## src/rtl/fp16_add_normalize.sv

```systemverilog
// Final FP16 adder stage: renormalizes the aligned magnitude sum, rounds to nearest-even
// and packs an IEEE half word, as a two-stage valid/ready pipeline.
module fp16_add_normalize #(
  parameter int OUT_REG_BYPASS = 0
) (
  input  logic        clk,
  input  logic        rst,
  input  logic        in_valid,
  output logic        in_ready,
  input  logic        sign_in,
  input  logic [13:0] frac_in,
  input  logic [4:0]  exp_in,
  input  logic        sticky_in,
  output logic        out_valid,
  input  logic        out_ready,
  output logic [15:0] result,
  output logic        overflow
);

  // Bypass is reserved; the output stage is always registered.
  localparam logic OUT_REGISTERED = (OUT_REG_BYPASS == 0);

  logic        s1_valid, s2_valid;
  logic        s1_adv, s2_adv;
  logic [12:0] s1_f;
  logic [5:0]  s1_e;
  logic        s1_s, s1_sign, s1_zero;

  logic [5:0]  e_eff, lz, sh, n_e;
  logic [3:0]  lead;
  logic [12:0] f_sh, n_f;
  logic        n_s;

  logic [10:0] m;
  logic        inc;
  logic [11:0] mr;
  logic [9:0]  mant;
  logic [5:0]  e2;
  logic [15:0] p_result;
  logic        p_ovf;

  assign s2_adv    = ~s2_valid | out_ready;
  assign s1_adv    = ~s1_valid | (s1_valid & s2_adv);
  assign in_ready  = s1_adv;
  assign out_valid = s2_valid & OUT_REGISTERED;

  // Normalize: left shift is capped so the exponent never drops below 1 (subnormal floor).
  always_comb begin
    e_eff = (exp_in == 5'd0) ? 6'd1 : {1'b0, exp_in};
    lead  = 4'd0;
    for (int i = 0; i < 13; i++) begin
      if (frac_in[i]) lead = 4'(i);
    end
    lz   = 6'd12 - {2'b00, lead};
    sh   = (lz < (e_eff - 6'd1)) ? lz : (e_eff - 6'd1);
    f_sh = frac_in[12:0] << sh;
    if (frac_in[13]) begin
      n_f = frac_in[13:1];
      n_s = sticky_in | frac_in[0];
      n_e = e_eff + 6'd1;
    end else begin
      n_f = f_sh;
      n_s = sticky_in;
      n_e = f_sh[12] ? (e_eff - sh) : 6'd0;
    end
  end

  always_ff @(posedge clk or posedge rst) begin
    if (rst) begin
      s1_valid <= 1'b0;
      s1_f     <= '0;
      s1_e     <= '0;
      s1_s     <= 1'b0;
      s1_sign  <= 1'b0;
      s1_zero  <= 1'b0;
    end else if (s1_adv) begin
      s1_valid <= in_valid;
      if (in_valid) begin
        s1_f    <= n_f;
        s1_e    <= n_e;
        s1_s    <= n_s;
        s1_sign <= sign_in;
        s1_zero <= (frac_in == 14'd0);
      end
    end
  end

  // Round-to-nearest-even on the two guard bits plus sticky, then pack.
  always_comb begin
    m   = s1_f[12:2];
    inc = s1_f[1] & (s1_f[0] | s1_s | m[0]);
    mr  = {1'b0, m} + {11'd0, inc};
    e2  = s1_e;
    if (mr[11]) begin
      mant = mr[10:1];
      e2   = s1_e + 6'd1;
    end else begin
      mant = mr[9:0];
      if ((s1_e == 6'd0) && mr[10]) e2 = 6'd1;
    end
    if (s1_zero) begin
      p_result = {s1_sign, 15'd0};
      p_ovf    = 1'b0;
    end else if (e2 >= 6'd31) begin
      p_result = {s1_sign, 5'h1F, 10'h000};
      p_ovf    = 1'b1;
    end else begin
      p_result = {s1_sign, e2[4:0], mant};
      p_ovf    = 1'b0;
    end
  end

  always_ff @(posedge clk or posedge rst) begin
    if (rst) begin
      s2_valid <= 1'b0;
      result   <= 16'h0000;
      overflow <= 1'b0;
    end else if (s2_adv) begin
      s2_valid <= s1_valid;
      if (s1_valid) begin
        result   <= p_result;
        overflow <= p_ovf;
      end
    end
  end

endmodule

```

## config.mk

```make
export PLATFORM = sky130hd
export DESIGN_NAME = fp16_add_normalize
export DESIGN_NICKNAME = d
export VERILOG_FILES = /design/src/rtl/fp16_add_normalize.sv
export SDC_FILE = /design/constraint.sdc
export NUM_CORES = 1
export LEC_CHECK = 0
export CORE_ASPECT_RATIO = 1.75
export CORE_MARGIN = 2
export CORE_UTILIZATION = 57
export DETAILED_ROUTE_END_ITERATION = 8
export PLACE_DENSITY = 0.82
export RECOVER_POWER = 100
export SLEW_MARGIN = 20
export SYNTH_ARGS = -nofsm -noshare
export SYNTH_HDL_FRONTEND = slang
export SYNTH_SLANG_ARGS = --single-unit
```

## constraint.sdc

```tcl
create_clock -name clk -period 3.1 [get_ports clk]
set_input_delay 0.62 -clock clk [delete_from_list [all_inputs] [get_ports clk]]
set_output_delay 0.62 -clock clk [all_outputs]
set_load 0.02 [all_outputs]
```

# Word-level counts from Yosys, hierarchy flattened
# Index checks and enable logic that the tools add are counted.
classes:
  add_sub_neg: 6
  n_mul: 0
  div: 0
  magnitude_cmp: 2
  eq_ne: 0
  n_shift: 1
  muxes: 25
  n_bitwise: 9
  n_reduce_logical: 6
ops:
  columns: ["cell", "count"]
  rows:
  - ["2-to-1 mux 4 bit", 10]
  - ["2-to-1 mux 15 bit", 2]
  - ["2-to-1 mux 6 bit", 5]
  - ["zero test 14 bit", 1]
  - ["2-to-1 mux 13 bit", 1]
  - ["left shift 13 x 6 -> 13 bit", 1]
  - ["adder 11 x 1 -> 12 bit", 1]
  - ["2-to-1 mux 10 bit", 1]
  - ["adder 5 x 1 -> 6 bit (second input constant)", 1]
  - ["adder 6 x 1 -> 6 bit (second input constant)", 1]
  - [">= comparator 6 x 5 -> 1 bit (second input constant)", 1]
  - ["zero test 6 bit", 1]
  - ["less-than comparator 6 bit", 1]
  - ["subtractor 5 x 1 -> 6 bit (second input constant)", 1]
  - ["subtractor 5 x 6 -> 6 bit", 1]
  - ["zero test 5 bit", 1]
  - ["2-to-1 mux 5 bit", 1]
  - ["bitwise OR 1 bit", 5]
  - ["subtractor 4 x 4 -> 5 bit (first input constant)", 1]
  - ["2-to-1 mux 1 bit", 4]
  - ["AND reduction 2 bit", 2]
  - ["bitwise AND 1 bit", 2]
  - ["2-to-1 mux 2 bit", 1]
  - ["inverter 1 bit", 2]
  - ["logical AND 1 bit", 1]
totals:
  regBits: 41
  latch_bits: 0
  mem_bits_rw: 0
  rom_bits: 0
  input_bits: 25
  output_inout_bits: 19
  n_memories: 0

# Longest topological paths before layout
# Gate-level depths: netlist of run 1.
logic_depth:
  word_depth: 18
  depth_mapped: 25
  ltp_nobuf: 22

# Worst setup path after synthesis of run 1
# Ideal clock, no wire load.
synth_path:
  kind: "input-to-reg"
  startpoint: "input port frac_in[8]"
  endpoint: "register s1_e[5]"
  setup_time_ps: 120
  arrival_time_ps: 4569
  slack_ps: -1589
  cell_stages: 25
  path_cell_list: "buf_4 inv_2 a2111oi_4 a21oi_1 inv_1 ha_1 nand2b_1 inv_1 ha_1 and4_1 nand2_1 and2_1 clkbuf_1 nand4_2 nand2_2 buf_4 inv_1 ha_1 a21oi_1 o21ai_0 mux2i_1 a311oi_2 o2111a_1 nor3_1 a31o_2"
synth_between:
  elab_chain_len: 11
  word_cells_on_any_way: 12
  cone_classes: "2 x add/sub; 1 x order compare; 1 x shift; 8 x mux"
synth_rtl:
  columns: ["element", "line", "rtl"]
  rows:
  - ["start: declaration", "11", "input logic [13:0] frac_in,"]
  - ["2-to-1 mux 4 bit (5 in series)", "52", "if (frac_in[i]) lead = 4'(i);"]
  - ["subtractor 4 x 4 -> 5 bit", "54", "lz = 6'd12 - {2'b00, lead};"]
  - ["less-than comparator 6 bit", "55", "sh = (lz < (e_eff - 6'd1)) ? lz : (e_eff - 6'd1);"]
  - ["2-to-1 mux 6 bit", "55", null]
  - ["subtractor 5 x 6 -> 6 bit / left shift 13 x 6 -> 13 bit (equally long branches)", "64, 56", null]
  - ["2-to-1 mux 6 bit *", "64", "n_e = f_sh[12] ? (e_eff - sh) : 6'd0;"]
  - ["2-to-1 mux 6 bit *", "57", "if (frac_in[13]) begin"]
  - ["end signal: assignment", "80", "s1_e <= n_e;"]
  - ["end: declaration", "26", "logic [5:0] s1_e;"]
# Every way passes the cells marked *; elsewhere a longest branch is shown, timed or not.
# A chain may end at the register's enable or synchronous reset.

# Final worst setup path of run 1
layout_path:
  startpoint: "input port frac_in[6]"
  endpoint: "register s1_e[5]"
layout_between:
  elab_chain_len: 13
  word_cells_on_any_way: 14
  cone_classes: "2 x add/sub; 1 x order compare; 1 x shift; 10 x mux"
layout_rtl:
  columns: ["element", "line"]
  rows:
  - ["2-to-1 mux 4 bit (7 in series)", "52"]
  - ["subtractor 4 x 4 -> 5 bit", "54"]
  - ["less-than comparator 6 bit", "55"]
  - ["2-to-1 mux 6 bit", "55"]
  - ["subtractor 5 x 6 -> 6 bit / left shift 13 x 6 -> 13 bit (equally long branches)", "64, 56"]
  - ["2-to-1 mux 6 bit *", "64"]
  - ["2-to-1 mux 6 bit *", "57"]
# Marked as above.

==> impl_results.md, run 1 <==
* DP Area at 4790 sq um
* Post-DP HPWL at 8310 um
* Final clock skew at 0.00694 ns
* Setup slack after layout at -1.28 ns
* Core footprint at 6130 sq um
* CTS tree: done
* Final worst path period share at 1.41
* Hold WC Path Type: register to register
* Vias at 4720
* Port Buf Inserts at 43
* Unrepaired setup endpoints after global routing: true
* Final #Nets at 598
* Most frequent cell after synthesis: nand2_1
* Post-synthesis cell count at 416
* Clock buffer depth at 2
* Post-Route Utilization at 0.922
* Final RePlAce weighted congestion at 0.991
* Core Rows at 38
* Ant. Diodes at 0
* Die footprint at 6920 sq um
* Yosys warns at 0
* Area Growth Syn to Fin at 58.7%
* Pwr/cell area at 518 nW/um^2
* Status: complete, but fails checks
* Root Driver: clkbuf_8
* Mapped Nets at 455
* WS Path Type: primary input to register
* Share of cells above drive strength 1 at 0.434
* WL per Instance at 27.0 um
* Synth top area share at 0.288
* Fillers at 211
* Register area share after synthesis at 0.288
* Final Cell Area at 5650 sq um
* Initial DRT Pass Iterations at 7
* Top Ports at 44
* Final WL at 17300 um
* Top cells by area, synth: dfrtp_1, nand2_1, mux2i_1
* Die width at 63.8 um
* Max Cap Viol at 0
* Largest net degree at the start of global routing at 42
* CP arrival at 4.59 ns
* Post-synth EDFFs at 0
* Initial antenna violation count at 0
* Drt drc at 0
* DRT antenna net count at 0
* Clock Latency Late Sink at 0.31 ns
* Worst setup EP type: register
* Synth Register Bits at 41
* Vias per inst at 7.38
* Required @ worst endpoint at 3.30 ns
* Worst Path Max Fanout at 5
* Failing checks: negative setup slack
* CTS buffer count at 5
* First-pass GRT wire length at 21800 um
* CP startpoint kind: primary input
* Final Max Slew Viols at 0
* Htree depth at 2
* Post-synth ARST share at 1.00
* Worst-Margin Slew at 1.02 ns
* Largest area contributor in the netlist: dfrtp_1
* Final setup viols at 26
* Slew margin rel. at 0.322
* 1st-iter DRT viols at 784
* Hold Buf Count CTS at 0
* Top cells by count, synth: nand2_1, dfrtp_1, o21ai_0
* Synth Area per Inst at 8.56 sq um
* Distinct cells, synth at 74
* Total Power at 2.93 mW
* Vias in the first global route at 4408
* Peak VDD IR at 0.295 mV
* Final count of hold timing violations at 0
* Clock sinks at 41
* Top_reg_cell synth: dfrtp_1
* Clk slew on worst S/H paths at 0.08 ns
* Die Ht at 109 um
* Minimum clock period at 4.38 ns
* Initial Util at 0.581
* Pleak at 2.52 nW
* Max Freq at 228 MHz
* Tot GR Track Use at 0.412
* Final hold slack at 0.475 ns
* Congestion Overflow GR at 0
* Mapped cell area at 3560 sq um
-- sequential cells by signal, indices dropped and copies added, names as in the netlist --
name,flops
s1_valid,1
s1_sign,1
s1_zero,1
s1_s,1
s1_e,6
result,16
s1_f,13
out_valid,1
overflow,1
-- cell type report --
type | count | area [sq um] | area share
tap | 80 | 100 | 0.0177
sequential | 41 | 1030 | 0.181
clock inverter | 1 | 30.0 | 0.00531
inverter | 21 | 86.3 | 0.0153
timing repair buffer | 154 | 1350 | 0.238
multi-input combinational | 336 | 2980 | 0.527
clock buffer | 7 | 86.3 | 0.0153
-- layer usage --
metal / global-route usage / vias to the layer above / share of wire
met5: 0 / - / 0
met4: 0.354 / 0 / 0.14
li1: - / 1826 / -
met1: 0.387 / 2130 / 0.29
met3: 0.0760 / 249 / 0.10
met2: 0.750 / 515 / 0.47
-- stage by stage --
stage,worst slack (ns),TNS [ns],instances
2_1_floorplan,-1.30,-12.77,416
6_report,-1.28,-21.27,640
3_5_place_dp,-1.92,-31.92,604
5_1_grt,-1.46,-25.68,640
4_1_cts,-0.921,-14.02,631
3_3_place_gp,-1.72,-29.08,604
-- worst max-delay path: stages --
cell and delay, ns:
buf_4 0.15, nor4_4 0.35, o31ai_4 0.14, o311ai_4 0.16
ha_4 0.23, nand2b_4 0.16, inv_4 0.06, ha_4 0.27
buf_6 0.10, nand2_1 0.07, o21a_2 0.25, and2_4 0.19
a31o_4 0.23, nand2_4 0.08, inv_4 0.04, ha_4 0.26
a21oi_4 0.06, o21ai_2 0.16, mux2i_1 0.12, a311oi_2 0.35
o2111a_1 0.27, nor3_2 0.06, a31o_2 0.21
-- cells in the final DEF, fill, tap and decap left out, types with 7 or more instances in the layout --
master         netlist  layout
dlygate4sd3_1        1      21
inv_1               19      14
buf_4                4      88
xor2_1               9       7
o21ai_2              5      10
o21ai_0             24      12
nand3_1             17      17
dfrtp_1             41      41
and3_1               9       9
a21oi_1             19      11
nor2_1              19      15
buf_6                0      18
nand4_1              9       9
xnor2_1             11       8
nand2_1             50      46
dlygate4sd2_1        0       7
ha_1                13       7
mux2i_1             18      13
o21ai_1              7      13
-- path summary, 6_finish.rpt --
check	from	to	slack [ns]	cells past startpoint
worst max-delay path	frac_in[6]	s1_e[5]	-1.28	23
worst min-delay path	result[6]	result[6]	0.48	2
worst max register to register	s1_e[0]	result[2]	-0.09	11
worst min register to register	result[6]	result[6]	0.48	2
max in group asynchronous	rst	s1_s	1.39	3
min in group asynchronous	rst	s1_f[12]	1.09	3
-- power by group --
part           switching [mW]  leakage (nW)  total [mW]  internal (mW)
combinational           0.920          1.95        1.69          0.775
clock                   0.195        0.0585       0.457          0.263
sequential              0.127         0.520       0.779          0.652
-- timing repair --
| item | in CTS | in global routing |
|---|---|---|
| cloned | 1 | 0 |
| setup buffers | 19 | 9 |
| resized for setup | 136 | 31 |
| setup endpoints to repair | 19 | 22 |
| pin swaps | 45 | 19 |
-- cell families after synthesis --
kind of cell             after synthesis  share of synthesized area
AND/OR/NAND/NOR                      154                      0.235
multiplexers                          29                     0.0896
other                                  1                    0.00105
flip-flops                            41                      0.288
XOR/XNOR                              20                     0.0492
AO/OA/AOI/OAI                        117                      0.234
adder cells (fa/ha/maj)               15                     0.0545
buffers and inverters                 39                     0.0481
Note: power is estimated with default switching activity, not from simulation.
==> run 2, diff against run 1 <==
--- a/config.mk
+++ b/config.mk
@@ -5,6 +5,7 @@
 export SDC_FILE = /design/constraint.sdc
 export NUM_CORES = 1
 export LEC_CHECK = 0
+export ABC_AREA = 1
 export CORE_ASPECT_RATIO = 1.75
 export CORE_MARGIN = 2
 export CORE_UTILIZATION = 57
==> impl_results.md, run 2 <==
* Core Rows at 38 (unchanged)
* First error: [ERROR GRT-0232] Routing congestion too high. Check the congestion heatmap in the GUI.
* Mapped Nets at 564 (was 455)
* Top_reg_cell synth: dfrtp_1 (unchanged)
* Synth Area per Inst at 6.75 sq um (was 8.56 sq um)
* Initial Util at 0.583 (was 0.581)
* Post-synth EDFFs at 0 (unchanged)
* Top Ports at 44 (unchanged)
* DP Area at 4720 sq um (was 4790 sq um)
* Main combinational cell family by area after synthesis: simple AND/OR/NAND/NOR gates (unchanged)
* Post-synth ARST share at 1.00 (unchanged)
* Post-synthesis cell count at 525 (was 416)
* Port Buf Inserts at 43 (unchanged)
* Top cells by area, synth: dfrtp_1, nand2_1, inv_1 (was dfrtp_1, nand2_1, mux2i_1)
* Die width at 63.6 um (was 63.8 um)
* Yosys warns at 0 (unchanged)
* Post-place setup slack at -1.34 ns (was -1.92 ns)
* Mapped cell area at 3550 sq um (was 3560 sq um)
* Stop stage: global routing
* Root Driver: clkbuf_8 (unchanged)
* Adder-Cell Fraction of Synth Area at 0.0515 (was 0.0545)
* Most frequent cell after synthesis: nand2_1 (unchanged)
* Compound-gate portion of the synthesized area at 0.177 (was 0.234)
* Mux cell area share after synthesis at 0.00318 (was 0.0896)
* GR repair worst EP: s1_e[5]$_DFFE_PP0P_/D
* Final RePlAce weighted congestion at 0.964 (was 0.991)
* Die Ht at 108 um (was 109 um)
* Simple-Gate Fraction of Synth Area at 0.348 (was 0.235)
* Register area share after synthesis at 0.289 (was 0.288)
* Clock buffer depth at 2 (unchanged)
* Top cells by count, synth: nand2_1, inv_1, nand3_1, dfrtp_1, nor2_1 (was nand2_1, dfrtp_1, o21ai_0)
* Synth Register Bits at 41 (unchanged)
* Largest area contributor in the netlist: dfrtp_1 (unchanged)
* Clock sinks at 41 (unchanged)
* Congestion Overflow GR at 14
* Distinct cells, synth at 47 (was 74)
* Tot GR Track Use at 0.649
* Post-Synth XOR/XNOR Area at 0.0296 (was 0.0492)
* CTS buffer count at 5 (unchanged)
* Largest net degree at the start of global routing at 42
* Htree depth at 2 (unchanged)
* Post-DP HPWL at 8210 um (was 8310 um)
* Worst EP kind: sequential cell input
* Status: aborted with a tool error (was complete, but fails checks)
* Synth top area share at 0.289 (was 0.288)
==> run 2: logic make-up after synthesis <==
group / count (synthesis)
compound gates: 100
xor+xnor: 12
other cells: 1
buf+inv: 85
simple gates: 271
mux: 1
flops: 41
fa+ha+maj: 14
==> run 2: per-stage QoR <==
stage / hold slack, ns / cells / utilization / setup TNS (ns)
3_3_place_gp: 0.458 / 710 / 0.775 / -20.06
2_1_floorplan: 0.445 / 525 / - / -5.08
4_1_cts: 0.485 / 737 / 0.862 / -5.51
3_5_place_dp: 0.467 / 710 / 0.775 / -22.14
==> run 2: repair_timing <==
item | in CTS
hold buffers | 0
cloned | 2
endpoints found under the setup margin | 19
pin swaps | 44
gates resized for setup | 122
buffers inserted | 17
==> run 2: metal layers <==
metal,GRT overflow,GRT usage
met1,0,0.578
met5,0,0.0234
met4,5,0.764
met3,0,0.386
met2,9,0.923
==> run 3, diff against run 2 <==
--- a/config.mk
+++ b/config.mk
@@ -6,11 +6,10 @@
 export NUM_CORES = 1
 export LEC_CHECK = 0
 export ABC_AREA = 1
-export CORE_ASPECT_RATIO = 1.75
 export CORE_MARGIN = 2
-export CORE_UTILIZATION = 57
+export CORE_UTILIZATION = 40
 export DETAILED_ROUTE_END_ITERATION = 8
-export PLACE_DENSITY = 0.82
+export PLACE_DENSITY_LB_ADDON = 0.15
 export RECOVER_POWER = 100
 export SLEW_MARGIN = 20
 export SYNTH_ARGS = -nofsm -noshare
==> impl_results.md, run 3 <==
* Final #Nets at 683
* Clock Latency Late Sink at 0.29 ns
* Ant. Diodes at 0
* Required @ worst endpoint at 3.28 ns
* Max reg flops at 16
* Final setup viols at 19
* Post-synth ARST share at 1.00 (unchanged)
* Top cells by area, synth: dfrtp_1, nand2_1, inv_1 (unchanged)
* First-pass GRT wire length at 17100 um
* RR Startpoint: s1_f[4]
* Top_reg_cell synth: dfrtp_1 (unchanged)
* CP peak stage delay at 0.26 ns
* R2R Setup Slk at 0.09 ns
* Unrepaired setup endpoints after global routing: true
* Initial antenna violation count at 0
* Max Cap Viol at 0
* Vias in the first global route at 3710
* Area Growth Syn to Fin at 50.1%
* Top cells by count, synth: nand2_1, inv_1, nand3_1, dfrtp_1, nor2_1 (unchanged)
* Most frequent cell after synthesis: nand2_1 (unchanged)
* Mapped Nets at 564 (unchanged)
* Top reg by flops: result
* Int Pwr at 1.53 mW
* Switching share of power at 0.436
* Worst setup EP type: register
* Max Freq at 281 MHz
* Final WL at 10300 um
* Mapped cell area at 3550 sq um (unchanged)
* Critical path's slowest cell: ha_4
* Largest area contributor in the netlist: dfrtp_1 (unchanged)
* Failing checks: negative setup slack
* Initial Util at 0.409 (was 0.583)
* Most used cell, CP: nand2_1
* Switching power at 1.18 mW
* R2R Path End: result[2]
* WL per Instance at 13.7 um
* Peak VDD IR at 0.243 mV
* Largest net degree at the start of global routing at 42
* Final worst path period share at 1.15
* Post-synth EDFFs at 0 (unchanged)
* Final RePlAce weighted congestion at 0.891 (was 0.964)
* Vias per inst at 5.07
* Setup TNS at -6.75 ns
* Worst Path Max Fanout at 7
* Distinct cells, synth at 47 (unchanged)
* Root Driver: clkbuf_8 (unchanged)
* Post-DP HPWL at 7890 um (was 8210 um)
* Die Ht at 98.2 um (was 108 um)
* WP depth at 37
* CP arrival at 3.73 ns
* Pleak at 2.59 nW
* Core footprint at 8680 sq um
* Share of cells above drive strength 1 at 0.345
* WHS Endpoint: result[1]
* Slew margin rel. at 0.0777
* Htree depth at 2 (unchanged)
* Most frequent cells in the layout: nand2_1, buf_4, inv_1, dfrtp_1, nor2_1
* Sequential Power Share at 0.286
* Hold WC Path Type: register to register
* Post-synthesis cell count at 525 (unchanged)
* Post-place setup slack at -1.25 ns (was -1.34 ns)
* Clock buffer depth at 2 (unchanged)
* CTS tree: done
* Initial DRT Pass Iterations at 4
* Die width at 98.2 um (was 63.6 um)
* Pwr/cell area at 509 nW/um^2
* Synth top area share at 0.289 (unchanged)
* Minimum clock period at 3.55 ns
* Die footprint at 9630 sq um
* Core Rows at 34 (was 38)
* Power share of the clock group at 0.115
* Top Registers: result x16, s1_f x13, s1_e x6
* WHS Path Cells at 2
* Placed Instances at 726 (was 710)
* Tot GR Track Use at 0.212
* Vias at 3809
* Gate power share at 0.599
* CP startpoint kind: primary input
* Worst Hold Launch: result[1]
* Hold Buf Count CTS at 0 (unchanged)
* Final count of hold timing violations at 0
* Worst-Margin Slew at 1.38 ns
* Top Ports at 44 (unchanged)
* WP buf/inv at 4
* CP delay by family, top: simple AND/OR/NAND/NOR gates
* WS Path Type: primary input to register
* Commonest non-fill, non-tap cell in the layout: nand2_1
* Setup slack after layout at -0.454 ns
* Port Buf Inserts at 43 (unchanged)
* Final Non-Filler Cells at 751
* Worst Reg-to-Reg Cells at 15
* CTS buffer count at 5 (unchanged)
* Status: complete, but fails checks (was aborted with a tool error)
* Final clock skew at 0.00500 ns
* Yosys warns at 0 (unchanged)
* Drt drc at 0
* Clk slew on worst S/H paths at 0.07 ns
* Register area share after synthesis at 0.289 (unchanged)
* Final Max Slew Viols at 0
* Congestion Overflow GR at 0
* 1st-iter DRT viols at 201
* Synth Area per Inst at 6.75 sq um (unchanged)
* Clock sinks at 41 (unchanged)
* DRT antenna net count at 0
* Synth Register Bits at 41 (unchanged)
==> run 3: worst reg2reg max path, stage by stage, from the launching register on <==
cell and delay [ns]:
dfrtp_1 0.41, nand2_1 0.09, nor2_2 0.21, nand3_2 0.13, nor3_2 0.15, nand2_1 0.10, nor2_1 0.13, inv_2 0.05
nor2_1 0.38, nand4_1 0.23, nor3_1 0.25, xnor2_1 0.22, nand2_2 0.15, inv_2 0.09, nand2_1 0.11, o31ai_1 0.22
==> run 3: stage by stage <==
stage	instance area (sq um)	utilization	hold WS (ns)	power, mW
2_1_floorplan	3690	-	0.445	1.65
3_3_place_gp	4680	0.539	0.465	2.15
3_5_place_dp	4680	0.539	0.469	2.17
4_1_cts	5160	0.594	0.486	2.66
5_1_grt	5320	0.613	0.496	2.91
6_report	5320	0.613	0.476	2.71
==> run 3: cell families after synthesis <==
kind of cell             count (synthesis)  synth area share
AO/OA/AOI/OAI                          100             0.177
XOR/XNOR                                12            0.0296
adder cells (fa/ha/maj)                 14            0.0515
buffers and inverters                   85            0.0999
flip-flops                              41             0.289
multiplexers                             1           0.00318
other                                    1           0.00106
AND/OR/NAND/NOR                        271             0.348
==> run 3: worst max-delay path by stage <==
| stage | from | slack [ns] | to |
|---|---|---|---|
| 6_report | frac_in[2] | -0.45 | s1_e[5] |
| 5_1_grt | frac_in[2] | -0.75 | s1_e[5] |
| 4_1_cts | frac_in[2] | -0.48 | s1_e[4] |
| 3_5_place_dp | frac_in[2] | -1.25 | s1_e[5] |
| 3_3_place_gp | frac_in[2] | -1.13 | s1_e[4] |
| 2_1_floorplan | frac_in[2] | -0.60 | s1_e[5] |
==> run 3: power by group through the flow <==
stage          logic (mW)  clock network [mW]  registers (mW)
4_1_cts              1.55               0.321           0.780
2_1_floorplan       0.767                   0           0.882
6_report             1.63               0.311           0.775
3_5_place_dp         1.38                   0           0.790
3_3_place_gp         1.37                   0           0.782
5_1_grt              1.77               0.339           0.799
==> run 3: layout make-up <==
class	instances	area (sq um)
fillers	805	3350
multi-input cells	400	2690
repair buffers	127	1120
flip-flops and latches	41	1030
inverters	69	279
well taps	108	135
clock buffers	5	68.8
clock inverters	1	5.00
==> run 3: what timing repair did <==
| item | 4_1_cts | 5_1_grt |
|---|---|---|
| pin swaps | 51 | 27 |
| resized for setup | 106 | 34 |
| setup endpoints to repair | 19 | 21 |
| cloned | 2 | 0 |
| buffers inserted | 15 | 3 |
==> run 3: routing by layer <==
metal | wire length, um | share of wire | vias up | GRT usage
li1 | - | - | 1968 | -
met1 | 4530 | 0.44 | 1752 | 0.270
met2 | 5270 | 0.51 | 72 | 0.381
met3 | 314 | 0.030 | 17 | 0.0200
met4 | 214 | 0.021 | 0 | 0.0653
met5 | 0 | 0 | - | 0
==> run 4, diff against run 3 <==
--- a/config.mk
+++ b/config.mk
@@ -6,6 +6,7 @@
 export NUM_CORES = 1
 export LEC_CHECK = 0
 export ABC_AREA = 1
+export ABC_CLOCK_PERIOD_IN_PS = 3100
 export CORE_MARGIN = 2
 export CORE_UTILIZATION = 40
 export DETAILED_ROUTE_END_ITERATION = 8
==> results of run 4 <==
The final DEF is identical to that of run 3; final timing and power are the same.
